==> config.mk <==
export PLATFORM = sky130hd
export DESIGN_NAME = cpu_control_fsm
export DESIGN_NICKNAME = d
export VERILOG_FILES = /design/src/rtl/cpu_ctrl_pkg.sv /design/src/rtl/cpu_ctrl_wait_timer.sv /design/src/rtl/cpu_control_fsm.sv
export SDC_FILE = /design/constraint.sdc
export NUM_CORES = 1
export LEC_CHECK = 0
export CORE_ASPECT_RATIO = 0.8
export CORE_MARGIN = 4
export CORE_UTILIZATION = 37
export CTS_CLUSTER_DIAMETER = 50
export DETAILED_ROUTE_END_ITERATION = 6
export GPL_ROUTABILITY_DRIVEN = 1
export PLACE_DENSITY = 0.81
export RECOVER_POWER = 100
export REMOVE_ABC_BUFFERS = 1
export SLEW_MARGIN = 20
export SYNTH_ARGS = -nofsm -noshare
export SYNTH_HDL_FRONTEND = slang
export SYNTH_SLANG_ARGS = --single-unit
==> constraint.sdc <==
create_clock -name clk -period 2.3 [get_ports clk]
set_input_delay 0.575 -clock clk [delete_from_list [all_inputs] [get_ports clk]]
set_output_delay 0.575 -clock clk [all_outputs]
set_load 0.05 [all_outputs]
==> src/rtl/cpu_ctrl_pkg.sv <==
// Shared encodings for the multi-cycle CPU control unit: state codes, PC ops,
// D-bus select one-hots and instruction class/sub-op fields.
package cpu_ctrl_pkg;

   typedef logic [2:0] state_t;

   localparam state_t ST_RST   = 3'd0;
   localparam state_t ST_FETCH = 3'd1;
   localparam state_t ST_EXEC  = 3'd2;
   localparam state_t ST_MEM   = 3'd3;
   localparam state_t ST_HALT  = 3'd4;
   localparam state_t ST_FAULT = 3'd5;

   localparam logic [1:0] PS_HOLD = 2'b00;
   localparam logic [1:0] PS_INC  = 2'b01;
   localparam logic [1:0] PS_REL  = 2'b10;
   localparam logic [1:0] PS_REG  = 2'b11;

   localparam logic [1:0] SS_HOLD = 2'b00;
   localparam logic [1:0] SS_UPD  = 2'b01;

   localparam logic [4:0] MUXD_MEM  = 5'b00001;
   localparam logic [4:0] MUXD_K    = 5'b00010;
   localparam logic [4:0] MUXD_FU   = 5'b00100;
   localparam logic [4:0] MUXD_PC1  = 5'b01000;
   localparam logic [4:0] MUXD_ZERO = 5'b10000;

   localparam logic [1:0] CLS_ALU = 2'b00;
   localparam logic [1:0] CLS_IMM = 2'b01;
   localparam logic [1:0] CLS_MEM = 2'b10;
   localparam logic [1:0] CLS_CTL = 2'b11;

   localparam logic [1:0] CTL_BZ   = 2'b00;
   localparam logic [1:0] CTL_BN   = 2'b01;
   localparam logic [1:0] CTL_JMP  = 2'b10;
   localparam logic [1:0] CTL_HALT = 2'b11;

   // Wide enough for the largest allowed MEM_TIMEOUT (255).
   localparam int WAIT_CNT_W = 8;

   // Increment-style function codes need a carry-in of one.
   function automatic logic fs_uses_cin(input logic [4:0] fs);
      return (fs == 5'b00001) || (fs == 5'b00101);
   endfunction

endpackage

==> src/rtl/cpu_ctrl_wait_timer.sv <==
// Counts MEM wait cycles; flags the cycle on which a further miss would
// exhaust the MEM_TIMEOUT budget.
module cpu_ctrl_wait_timer
   import cpu_ctrl_pkg::*;
#(
   parameter int MEM_TIMEOUT = 15
) (
   input  logic clk,
   input  logic rst_n,
   input  logic i_inc,
   input  logic i_clr,
   output logic o_timeout
);

   localparam logic [WAIT_CNT_W-1:0] LIMIT = WAIT_CNT_W'(MEM_TIMEOUT - 1);

   logic [WAIT_CNT_W-1:0] r_count;

   // NOTE: sequential state uses non-blocking assignments so every register
   // samples its inputs from the same pre-edge values.
   always_ff @(posedge clk) begin
      if (!rst_n)
         r_count <= '0;
      else if (i_clr)
         r_count <= '0;
      else if (i_inc)
         r_count <= r_count + 1'b1;
   end

   assign o_timeout = (r_count == LIMIT);

endmodule

==> src/rtl/cpu_control_fsm.sv <==
// Multi-cycle control unit: FETCH/EXEC/MEM/HALT/FAULT sequencing with the
// datapath control word decoded combinationally from state, IR and status.
module cpu_control_fsm
   import cpu_ctrl_pkg::*;
#(
   parameter int IR_W        = 16,
   parameter int RA_W        = 3,
   parameter int K_W         = 16,
   parameter int MEM_TIMEOUT = 15
) (
   input  logic            clk,
   input  logic            rst_n,
   input  logic [IR_W-1:0] IR,
   input  logic [3:0]      status,
   input  logic            mem_ready,
   input  logic            run,
   output logic [1:0]      PS,
   output logic            IR_L,
   output logic [RA_W-1:0] AA,
   output logic [RA_W-1:0] BA,
   output logic [RA_W-1:0] DA,
   output logic            WR,
   output logic            Clr,
   output logic [4:0]      FS,
   output logic            Cin,
   output logic [4:0]      MuxD,
   output logic            MuxA,
   output logic [K_W-1:0]  K,
   output logic            MemWrite,
   output logic            mem_req,
   output logic [1:0]      SS,
   output logic            halted,
   output logic            fault
);

   state_t r_state;
   state_t w_next;
   logic   w_in_mem;
   logic   w_timeout;
   logic   w_unused_status;

   // V and C are not consulted by any branch.
   assign w_unused_status = ^status[3:2];

   assign w_in_mem = (r_state == ST_MEM);

   cpu_ctrl_wait_timer #(.MEM_TIMEOUT(MEM_TIMEOUT)) u_wait_timer (
      .clk       (clk),
      .rst_n     (rst_n),
      .i_inc     (w_in_mem && !mem_ready),
      .i_clr     (!w_in_mem || mem_ready || w_timeout),
      .o_timeout (w_timeout)
   );

   always_ff @(posedge clk) begin
      if (!rst_n)
         r_state <= ST_RST;
      else
         r_state <= w_next;
   end

   // NOTE: every output and w_next gets a default before the case so no
   // path leaves a signal unassigned and no latch is inferred.
   always_comb begin
      w_next   = ST_RST;
      PS       = PS_HOLD;
      IR_L     = 1'b0;
      AA       = RA_W'(IR[5:3]);
      BA       = RA_W'(IR[2:0]);
      DA       = RA_W'(IR[8:6]);
      WR       = 1'b0;
      Clr      = 1'b0;
      FS       = '0;
      Cin      = 1'b0;
      MuxD     = MUXD_FU;
      MuxA     = 1'b0;
      K        = '0;
      MemWrite = 1'b0;
      mem_req  = 1'b0;
      SS       = SS_HOLD;
      halted   = 1'b0;
      fault    = 1'b0;

      case (r_state)
         ST_FETCH: begin
            IR_L   = 1'b1;
            w_next = ST_EXEC;
         end

         ST_EXEC: begin
            w_next = ST_FETCH;
            case (IR[15:14])
               CLS_ALU, CLS_IMM: begin
                  FS  = IR[13:9];
                  Cin = fs_uses_cin(IR[13:9]);
                  WR  = 1'b1;
                  SS  = SS_UPD;
                  PS  = PS_INC;
                  if (IR[15:14] == CLS_IMM) begin
                     MuxA = 1'b1;
                     K    = K_W'($signed(IR[2:0]));
                  end
               end
               CLS_MEM: w_next = ST_MEM;
               default: begin
                  case (IR[13:12])
                     CTL_BZ: begin
                        K  = K_W'($signed(IR[8:0]));
                        PS = status[0] ? PS_REL : PS_INC;
                     end
                     CTL_BN: begin
                        K  = K_W'($signed(IR[8:0]));
                        PS = status[1] ? PS_REL : PS_INC;
                     end
                     CTL_JMP: begin
                        PS = PS_REG;
                        if (IR[11]) begin
                           WR   = 1'b1;
                           MuxD = MUXD_PC1;
                        end
                     end
                     default: w_next = ST_HALT;
                  endcase
               end
            endcase
         end

         ST_MEM: begin
            mem_req = 1'b1;
            // A ready on the timeout cycle still completes the access.
            if (mem_ready) begin
               PS     = PS_INC;
               w_next = ST_FETCH;
               if (IR[9]) begin
                  MemWrite = 1'b1;
               end else begin
                  WR   = 1'b1;
                  MuxD = MUXD_MEM;
               end
            end else if (w_timeout) begin
               w_next = ST_FAULT;
            end else begin
               w_next = ST_MEM;
            end
         end

         ST_HALT: begin
            halted = 1'b1;
            w_next = run ? ST_FETCH : ST_HALT;
         end

         ST_FAULT: begin
            fault  = 1'b1;
            w_next = run ? ST_FETCH : ST_FAULT;
         end

         default: begin
            AA     = '0;
            BA     = '0;
            DA     = '0;
            Clr    = 1'b1;
            MuxD   = MUXD_ZERO;
            w_next = ST_FETCH;
         end
      endcase
   end

endmodule
==> results.rst, run 1 <==
.. list-table::
   :header-rows: 1

   * - Metric
     - Value
   * - Clock tree from TritonCTS
     - yes
   * - Average instance area after synthesis
     - approximately 7.3 µm²
   * - Area of the multi-input gates
     - 922 µm²
   * - Routed Antenna Nets
     - 0
   * - Routed wirelength normalized by instance count
     - between 20 and 25 µm
   * - First element of the critical path
     - r_state[2]$_SDFF_PN0_
   * - Congestion Overflow GR
     - 0
   * - Clock edge transition at the registers on the reported setup and hold paths
     - approximately 0.050 ns
   * - Wirelength, routed
     - around 6500 µm
   * - Area growth from synthesis to final layout
     - 129%
   * - Placed Area
     - ~2300 µm²
   * - Cell at the root of the clock tree
     - clkbuf_8
   * - Final setup skew
     - 0.00887 ns
   * - Top Ports
     - 72
   * - Worst hold margin
     - 0.490 ns
   * - FF/Latch Area
     - approximately 230 µm²
   * - GRT Util Overall
     - 29.9%
   * - Largest net degree at the start of global routing
     - 13
   * - Reg-to-reg critical path endpoint
     - u_wait_timer.r_count[7]$_SDFFE_PP0N_
   * - Worst setup SP type
     - flip-flop
   * - Detailed Place HPWL
     - 3890 µm
   * - Critical Path RT
     - about 1.7 ns
   * - Clock latency reported for the late side of the worst-skew pair
     - 0.25 ns
   * - Die extent in y
     - between 50 and 60 µm
   * - Cell area after technology mapping
     - approximately 1100 µm²
   * - Flop and latch count out of synthesis
     - 11
   * - Post-layout minimum cycle time
     - around 2.3 ns
   * - Die area
     - about 4000 µm²
   * - Most common library cell in the layout ignoring fill and taps
     - buf_12
   * - Layout fillers
     - 101
   * - Placed cell count
     - between 200 and 300
   * - Cell variety after synth
     - 41
   * - Count of TritonRoute iterations in the first routing pass
     - 5
   * - Maximum operating frequency
     - approximately 0.43 GHz
   * - Number of enable-type register cells in the synthesized netlist
     - 0
   * - Final-stage net count
     - roughly 270
   * - Core region area
     - 2850 µm²
   * - Setup repair after global routing missed its margin
     - true
   * - Sequential share of power
     - between 20 and 25%
   * - Antenna diodes
     - 0
   * - Total Power
     - just over 0.9 mW
   * - Number of standard cells after synthesis
     - 155
   * - Top_reg_cell synth
     - dfxtp_1
   * - Via total after detailed routing
     - ~1,700
   * - Worst slew margin relative to its limit
     - roughly two thirds
   * - Via count of the first global-routing pass
     - between 1,500 and 2,000
   * - Number of buffer cells added on primary ports
     - 67
   * - Switching Fraction
     - 41.6%
   * - Global-route wire length before repair
     - between 9000 and 10,000 µm
   * - Routability cong.
     - roughly 0.86
   * - Maximum root-to-sink buffer count
     - 2
   * - Share of power burned in the clock network
     - between 20% and 30%
   * - Outcome
     - finished with violations
   * - Worst R2R Setup Slack
     - approximately 0.56 ns
   * - Net switching power
     - about 0.39 mW
   * - Worst vdd rail ir drop
     - slightly above 400 µV
   * - Row count
     - 17
   * - Remaining routing DRC violations
     - 0
   * - Endpoint arrival time on the critical path
     - around 1.8 ns
   * - Logic depth of the worst register-to-register path
     - 4
   * - Ratio of cells with drive above 1 in the final layout
     - between 40% and 50%
   * - Total count of max-transition violations in the final report
     - 0
   * - Cell-internal power
     - about 0.54 mW
   * - Horiz. Die Dim
     - 70.0 µm
   * - Vias per std cell
     - around 6
   * - Startpoint of the lowest-slack register-to-register path
     - r_state[1]$_SDFF_PN0_
   * - Hold Vio Cnt, Final
     - 0
   * - CTS buffer count
     - 3
   * - Share of async-settable or async-resettable flops after synthesis
     - 0%
   * - Sort of element at the end of the critical path
     - output port
   * - Critical path type
     - reg -> out
   * - Smallest setup slack after layout
     - -0.0469 ns
   * - Final-report setup violation count
     - 2
   * - Final non-filler cell area
     - between 2000 and 3000 µm²
   * - Static power due to leakage
     - a little over 1 nW
   * - End of the critical path
     - PS[1]
   * - Final clock period utilization by the worst path
     - 102%
   * - Filler-free cell count of the finished design
     - approximately 280
   * - Top fanout value on the critical path
     - 7
   * - Clock net sink count
     - 11
   * - Count of synthesis-stage warnings from yosys
     - 0
   * - Min-Delay Path Class
     - reg -> reg
   * - Comb pwr share
     - 55.5%
   * - Count of routing violations after the opening detailed-route iteration
     - roughly 200
   * - # H-tree levels
     - 1
   * - Top library cells by usage in the layout, fill and taps aside
     - buf_12 (43), buf_4 (25), and2_1 (15)
   * - Worst-margin pin slew
     - roughly 0.52 ns
   * - PD cells
     - between 300 and 400 nW/µm²
   * - Post-synthesis sequential area ratio
     - ~19%
   * - Violations in the final reports
     - negative setup slack
   * - Finished Core Util
     - approximately 90%
   * - Max capacitance violation total
     - 0
   * - Starting utilization of the core area
     - approximately two fifths
   * - Number of antenna violations at the first check in global routing
     - 0
cell type report:
class                           count  share of cell area, %
Tap cell                           38                   1.82
Timing Repair Buffer               96                   51.0
Multi-Input combinational cell    118                   35.3
Sequential cell                    11                   8.87
Inverter                            9                   1.29
Clock buffer                        4                   1.73
worst min-delay path by stage:
stage,endpoint,cells after the start,from,slack [ns]
finish,u_wait_timer.r_count[0]$_SDFFE_PP0N_,1,u_wait_timer.r_count[0]$_SDFFE_PP0N_,0.49
global placement,u_wait_timer.r_count[0]$_SDFFE_PP0N_,1,u_wait_timer.r_count[0]$_SDFFE_PP0N_,0.45
CTS,u_wait_timer.r_count[0]$_SDFFE_PP0N_,1,u_wait_timer.r_count[0]$_SDFFE_PP0N_,0.49
floorplan,u_wait_timer.r_count[0]$_SDFFE_PP0N_,1,u_wait_timer.r_count[0]$_SDFFE_PP0N_,0.44
global route,u_wait_timer.r_count[0]$_SDFFE_PP0N_,1,u_wait_timer.r_count[0]$_SDFFE_PP0N_,0.55
detailed placement,u_wait_timer.r_count[0]$_SDFFE_PP0N_,1,u_wait_timer.r_count[0]$_SDFFE_PP0N_,0.48
critical path: stages (launching register included):
cell	delay [ns]
dfxtp_4	0.36
buf_6	0.14
nor3b_4	0.37
nand3_2	0.14
a211oi_2	0.21
buf_4	0.17
buf_12	0.13
cell usage after synthesis (2+ instances only):
cell / n / area share (%)
a21oi_1: 17 / 7.5
a31oi_1: 2 / 1.1
and2_1: 18 / 9.9
and3b_1: 2 / 1.5
buf_2: 4 / 1.8
buf_4: 10 / 6.6
clkbuf_1: 4 / 1.3
dfxtp_1: 11 / 19
ha_1: 3 / 3.3
inv_1: 9 / 3.0
nand2_1: 3 / 0.99
nand2b_1: 11 / 6.1
nand3_1: 8 / 3.5
nand4_1: 3 / 1.7
nand4bb_1: 2 / 2.0
nor2_1: 5 / 1.7
nor3_1: 3 / 1.3
nor3b_2: 2 / 2.2
o21ai_0: 9 / 4.0
o31ai_1: 2 / 1.3
or3_1: 6 / 3.3
or4_1: 2 / 1.3
state kept, by name, summed over array words and instances, names as in the netlist:
signal and flops:
u_wait_timer.r_count 8, r_state 3
cells by family after synthesis:
kind of cell             Yosys count  synth area share (%)
AO/OA/AOI/OAI                     38                  19.6
adder cells (fa/ha/maj)            3                  3.30
other                              1                 0.330
flip-flops                        11                  19.4
AND/OR/NAND/NOR                   74                  43.9
buffers and inverters             27                  12.7
multiplexers                       1                 0.880
power groups by stage:
stage                     clock, mW  combinational, mW  sequential, mW
after global routing          0.211              0.530           0.215
after detailed placement          0              0.471           0.213
after global placement            0              0.458           0.211
after floorplan                   0              0.219           0.209
after CTS                     0.199              0.493           0.211
final                         0.199              0.516           0.215
repair_timing:
action	in CTS	in global routing
hold buffers	0	0
resized for setup	41	19
setup endpoints to repair	30	33
setup buffers	2	5
pin swaps	8	8
through the flow:
step,worst slack (ns),setup TNS [ns]
finish,-0.0469,-0.0564
global route,-0.0681,-0.149
CTS,-0.110,-0.110
detailed placement,-0.387,-6.84
global placement,-0.314,-5.20
floorplan,-4.96,-42.80
metal layers:
| metal | global-route usage [%] | vias up | part of all wire (%) |
|---|---|---|---|
| li1 | - | 711 | - |
| met1 | 30.2 | 784 | 33 |
| met2 | 58.5 | 150 | 52 |
| met3 | 8.10 | 49 | 9.1 |
| met4 | 11.2 | 0 | 5.7 |
| met5 | 0 | - | 0 |
Note: power is estimated with default switching activity, not from simulation.
==> run 2: changes to the inputs <==
--- a/config.mk
+++ b/config.mk
@@ -14,7 +14,7 @@
 export PLACE_DENSITY = 0.81
 export RECOVER_POWER = 100
 export REMOVE_ABC_BUFFERS = 1
-export SLEW_MARGIN = 20
+export SLEW_MARGIN = 5
 export SYNTH_ARGS = -nofsm -noshare
 export SYNTH_HDL_FRONTEND = slang
 export SYNTH_SLANG_ARGS = --single-unit
==> results of run 2 <==
No change in the layout: final DEF, timing and power equal those of run 1.
==> run 3: changes to the inputs <==
--- a/config.mk
+++ b/config.mk
@@ -11,10 +11,10 @@
 export CTS_CLUSTER_DIAMETER = 50
 export DETAILED_ROUTE_END_ITERATION = 6
 export GPL_ROUTABILITY_DRIVEN = 1
-export PLACE_DENSITY = 0.81
+export PLACE_DENSITY = 0.86
 export RECOVER_POWER = 100
 export REMOVE_ABC_BUFFERS = 1
-export SLEW_MARGIN = 5
+export SLEW_MARGIN = 20
 export SYNTH_ARGS = -nofsm -noshare
 export SYNTH_HDL_FRONTEND = slang
 export SYNTH_SLANG_ARGS = --single-unit
==> run 3 against run 2 <==
Critical path depth did not move. First-iteration DRC count fell by 27%. Cell count fell by 0.36%. Setup slack improved by 0.036 ns. Sequential share of layout area rose by 0.11 points. The flow still finishes with violations (negative setup slack). Die area did not move. Highest routed layer unchanged. Flip-flop and latch count did not move. Global-route usage fell by 4.2 points. Sequential power fell by 3%. Final area fell by 3.3%. Fmax rose by 1.5%. Routed wire length fell by 18%. Critical path type is now in -> out.
==> results.rst, run 3 (synthesis results as in run 1) <==
.. list-table::
   :header-rows: 1

   * - Metric
     - Value
   * - Top Ports
     - between 70 and 80
   * - Clock net sink count
     - 11
   * - Met1 Resource Use GR
     - a little over a quarter
   * - Max capacitance violation total
     - 0
   * - Violations in the final reports
     - negative setup slack
   * - Area growth from synthesis to final layout
     - 122%
   * - Wirelength, routed
     - around 5300 µm
   * - Detailed Place HPWL
     - 3770 µm
   * - Top library cells by usage in the layout, fill and taps aside
     - buf_12 (43), buf_4 (28), and2_1 (16)
   * - Maximum root-to-sink buffer count
     - 2
   * - Min-Delay Path Class
     - reg -> reg
   * - Ratio of cells with drive above 1 in the final layout
     - a little over two fifths
   * - Sort of element at the end of the critical path
     - output port
   * - Startpoint of the lowest-slack register-to-register path
     - r_state[2]$_SDFF_PN0_
   * - Worst R2R Setup Slack
     - 0.54 ns
   * - Global-route wire length before repair
     - approximately 8300 µm
   * - GR met3 Demand/Resource
     - approximately 5%
   * - GRT Util Overall
     - roughly a quarter
   * - Hold Vio Cnt, Final
     - 0
   * - Largest register FFs
     - 8
   * - Logic depth of the worst register-to-register path
     - 5
   * - Row count
     - 17
   * - Count of routing violations after the opening detailed-route iteration
     - about 150
   * - Post-layout minimum cycle time
     - about 2.3 ns
   * - Final setup skew
     - 0.000994 ns
   * - Biggest regs
     - u_wait_timer.r_count (8), r_state (3)
   * - Worst setup SP type
     - primary input
   * - Reg-to-reg critical path endpoint
     - u_wait_timer.r_count[5]$_SDFFE_PP0N_
   * - Setup repair after global routing missed its margin
     - true
   * - Total count of max-transition violations in the final report
     - 0
   * - Remaining routing DRC violations
     - 0
   * - Via count of the first global-routing pass
     - ~1,600
   * - Routed wirelength normalized by instance count
     - approximately 19 µm
   * - Routed Antenna Nets
     - 0
   * - Filler-free cell count of the finished design
     - 275
   * - Most common library cell in the layout ignoring fill and taps
     - buf_12
   * - Horiz. Die Dim
     - between 60 and 70 µm
   * - Largest net degree at the start of global routing
     - 16
   * - Endpoint arrival time on the critical path
     - roughly 1.7 ns
   * - Worst hold margin
     - around 0.51 ns
   * - Antenna diodes
     - 0
   * - Number of buffer cells added on primary ports
     - 67
   * - Count of TritonRoute iterations in the first routing pass
     - 5
   * - Maximum operating frequency
     - 0.433 GHz
   * - Vias per std cell
     - between 5 and 6
   * - Global routing usage on met2
     - roughly half
   * - Smallest setup slack after layout
     - -0.0111 ns
   * - Critical path type
     - in -> out
   * - Static power due to leakage
     - roughly 1 nW
   * - Hold path depth
     - 2
   * - Placed Area
     - around 2400 µm²
   * - Placed cell count
     - roughly 270
   * - Clock edge transition at the registers on the reported setup and hold paths
     - roughly 0.05 ns
   * - Routability cong.
     - 0.871
   * - Starting utilization of the core area
     - around 40%
   * - Number of antenna violations at the first check in global routing
     - 0
   * - Worst hold start
     - u_wait_timer.r_count[6]$_SDFFE_PP0N_
   * - Outcome
     - finished with violations
   * - Critical Path RT
     - approximately 1.7 ns
   * - Clock tree from TritonCTS
     - yes
   * - Final-report setup violation count
     - 1
   * - Worst hold path endpoint
     - u_wait_timer.r_count[6]$_SDFFE_PP0N_
   * - Top register by number of flip-flops
     - u_wait_timer.r_count
   * - Cell at the root of the clock tree
     - clkbuf_8
   * - Die area
     - between 4000 and 5000 µm²
   * - Core region area
     - roughly 2900 µm²
   * - CTS buffer count
     - 3
   * - Via total after detailed routing
     - about 1,600
   * - Worst vdd rail ir drop
     - slightly below 400 µV
   * - # H-tree levels
     - 1
   * - Layout fillers
     - roughly 120
   * - Final clock period utilization by the worst path
     - 100%
   * - Congestion Overflow GR
     - 0
   * - PD cells
     - 357 nW/µm²
   * - Busiest layer in global routing
     - met2
   * - Clock latency reported for the late side of the worst-skew pair
     - around 0.24 ns
   * - Die extent in y
     - 57.6 µm
   * - Final non-filler cell area
     - between 2000 and 3000 µm²
   * - Final-stage net count
     - about 270
   * - Top fanout value on the critical path
     - 4
-- run 3: changes by cell type in the layout (fill, tap and decap cells not counted), sizes merged --
cell,previous run,this run
clkbuf,6,5
clkdlybuf4s50,11,13
dlygate4sd3,1,0
dlygate4sd2,4,5
dlymetal6s2s,3,1
-- run 3: final cells by class --
type                       count  area, µm²  area share (%)
timing repair buffer          95       1290            51.3
multi-input combinational    118        876            34.7
sequential                    11        226            8.97
tap                           38       47.5            1.88
clock buffer                   4       45.0            1.78
inverter                       9       33.8            1.34
-- run 3: worst max-delay path, stage by stage --
cell	delay, ns
dlygate4sd2_1	0.29
buf_4	0.17
nand3b_1	0.15
nor2_2	0.07
o31a_1	0.33
buf_12	0.16
-- run 3: worst max path at each step --
stage / start / endpoint / slack, ns
after detailed placement: IR[15] / Cin / -0.35
after CTS: r_state[2]$_SDFF_PN0_ / AA[0] / 0.0003
after global placement: IR[15] / Cin / -0.31
after global routing: IR[13] / WR / -0.03
final: IR[13] / WR / -0.01
after floorplan: IR[14] / K[10] / -4.96
-- run 3: timing repair --
| item | in CTS | in global routing |
|---|---|---|
| endpoints found under the setup margin | 30 | 27 |
| setup buffers | 0 | 1 |
| hold buffers | 0 | 0 |
| resized for setup | 35 | 8 |
| gates cloned | 0 | 1 |
| hold endpoints to repair | 0 | 0 |
| pin swaps | 3 | 3 |
-- run 3: stage by stage --
stage | worst slack (ns) | setup TNS, ns | util (%) | power (mW)
6_report | -0.0111 | -0.0111 | 88.5 | 0.900
2_1_floorplan | -4.96 | -42.80 | - | 0.428
5_1_grt | -0.0337 | -0.0842 | 88.5 | 0.934
3_3_place_gp | -0.310 | -5.83 | 83.1 | 0.675
3_5_place_dp | -0.350 | -6.56 | 83.1 | 0.690
4_1_cts | 0.000308 | 0 | 88.2 | 0.895
-- run 3: layer usage --
metal	routed length, µm	vias to the layer above
met4	263	0
met3	418	24
li1	-	705
met2	2850	109
met1	1740	716
met5	0	-
-- run 3: power by group --
group / total, mW / switching [mW] / internal, mW / leakage, nW
sequential: 0.208 / 0.0123 / 0.196 / 0.0904
combinational: 0.500 / 0.279 / 0.221 / 0.881
clock: 0.192 / 0.0706 / 0.122 / 0.0228
total: 0.900 / 0.362 / 0.538 / 0.995
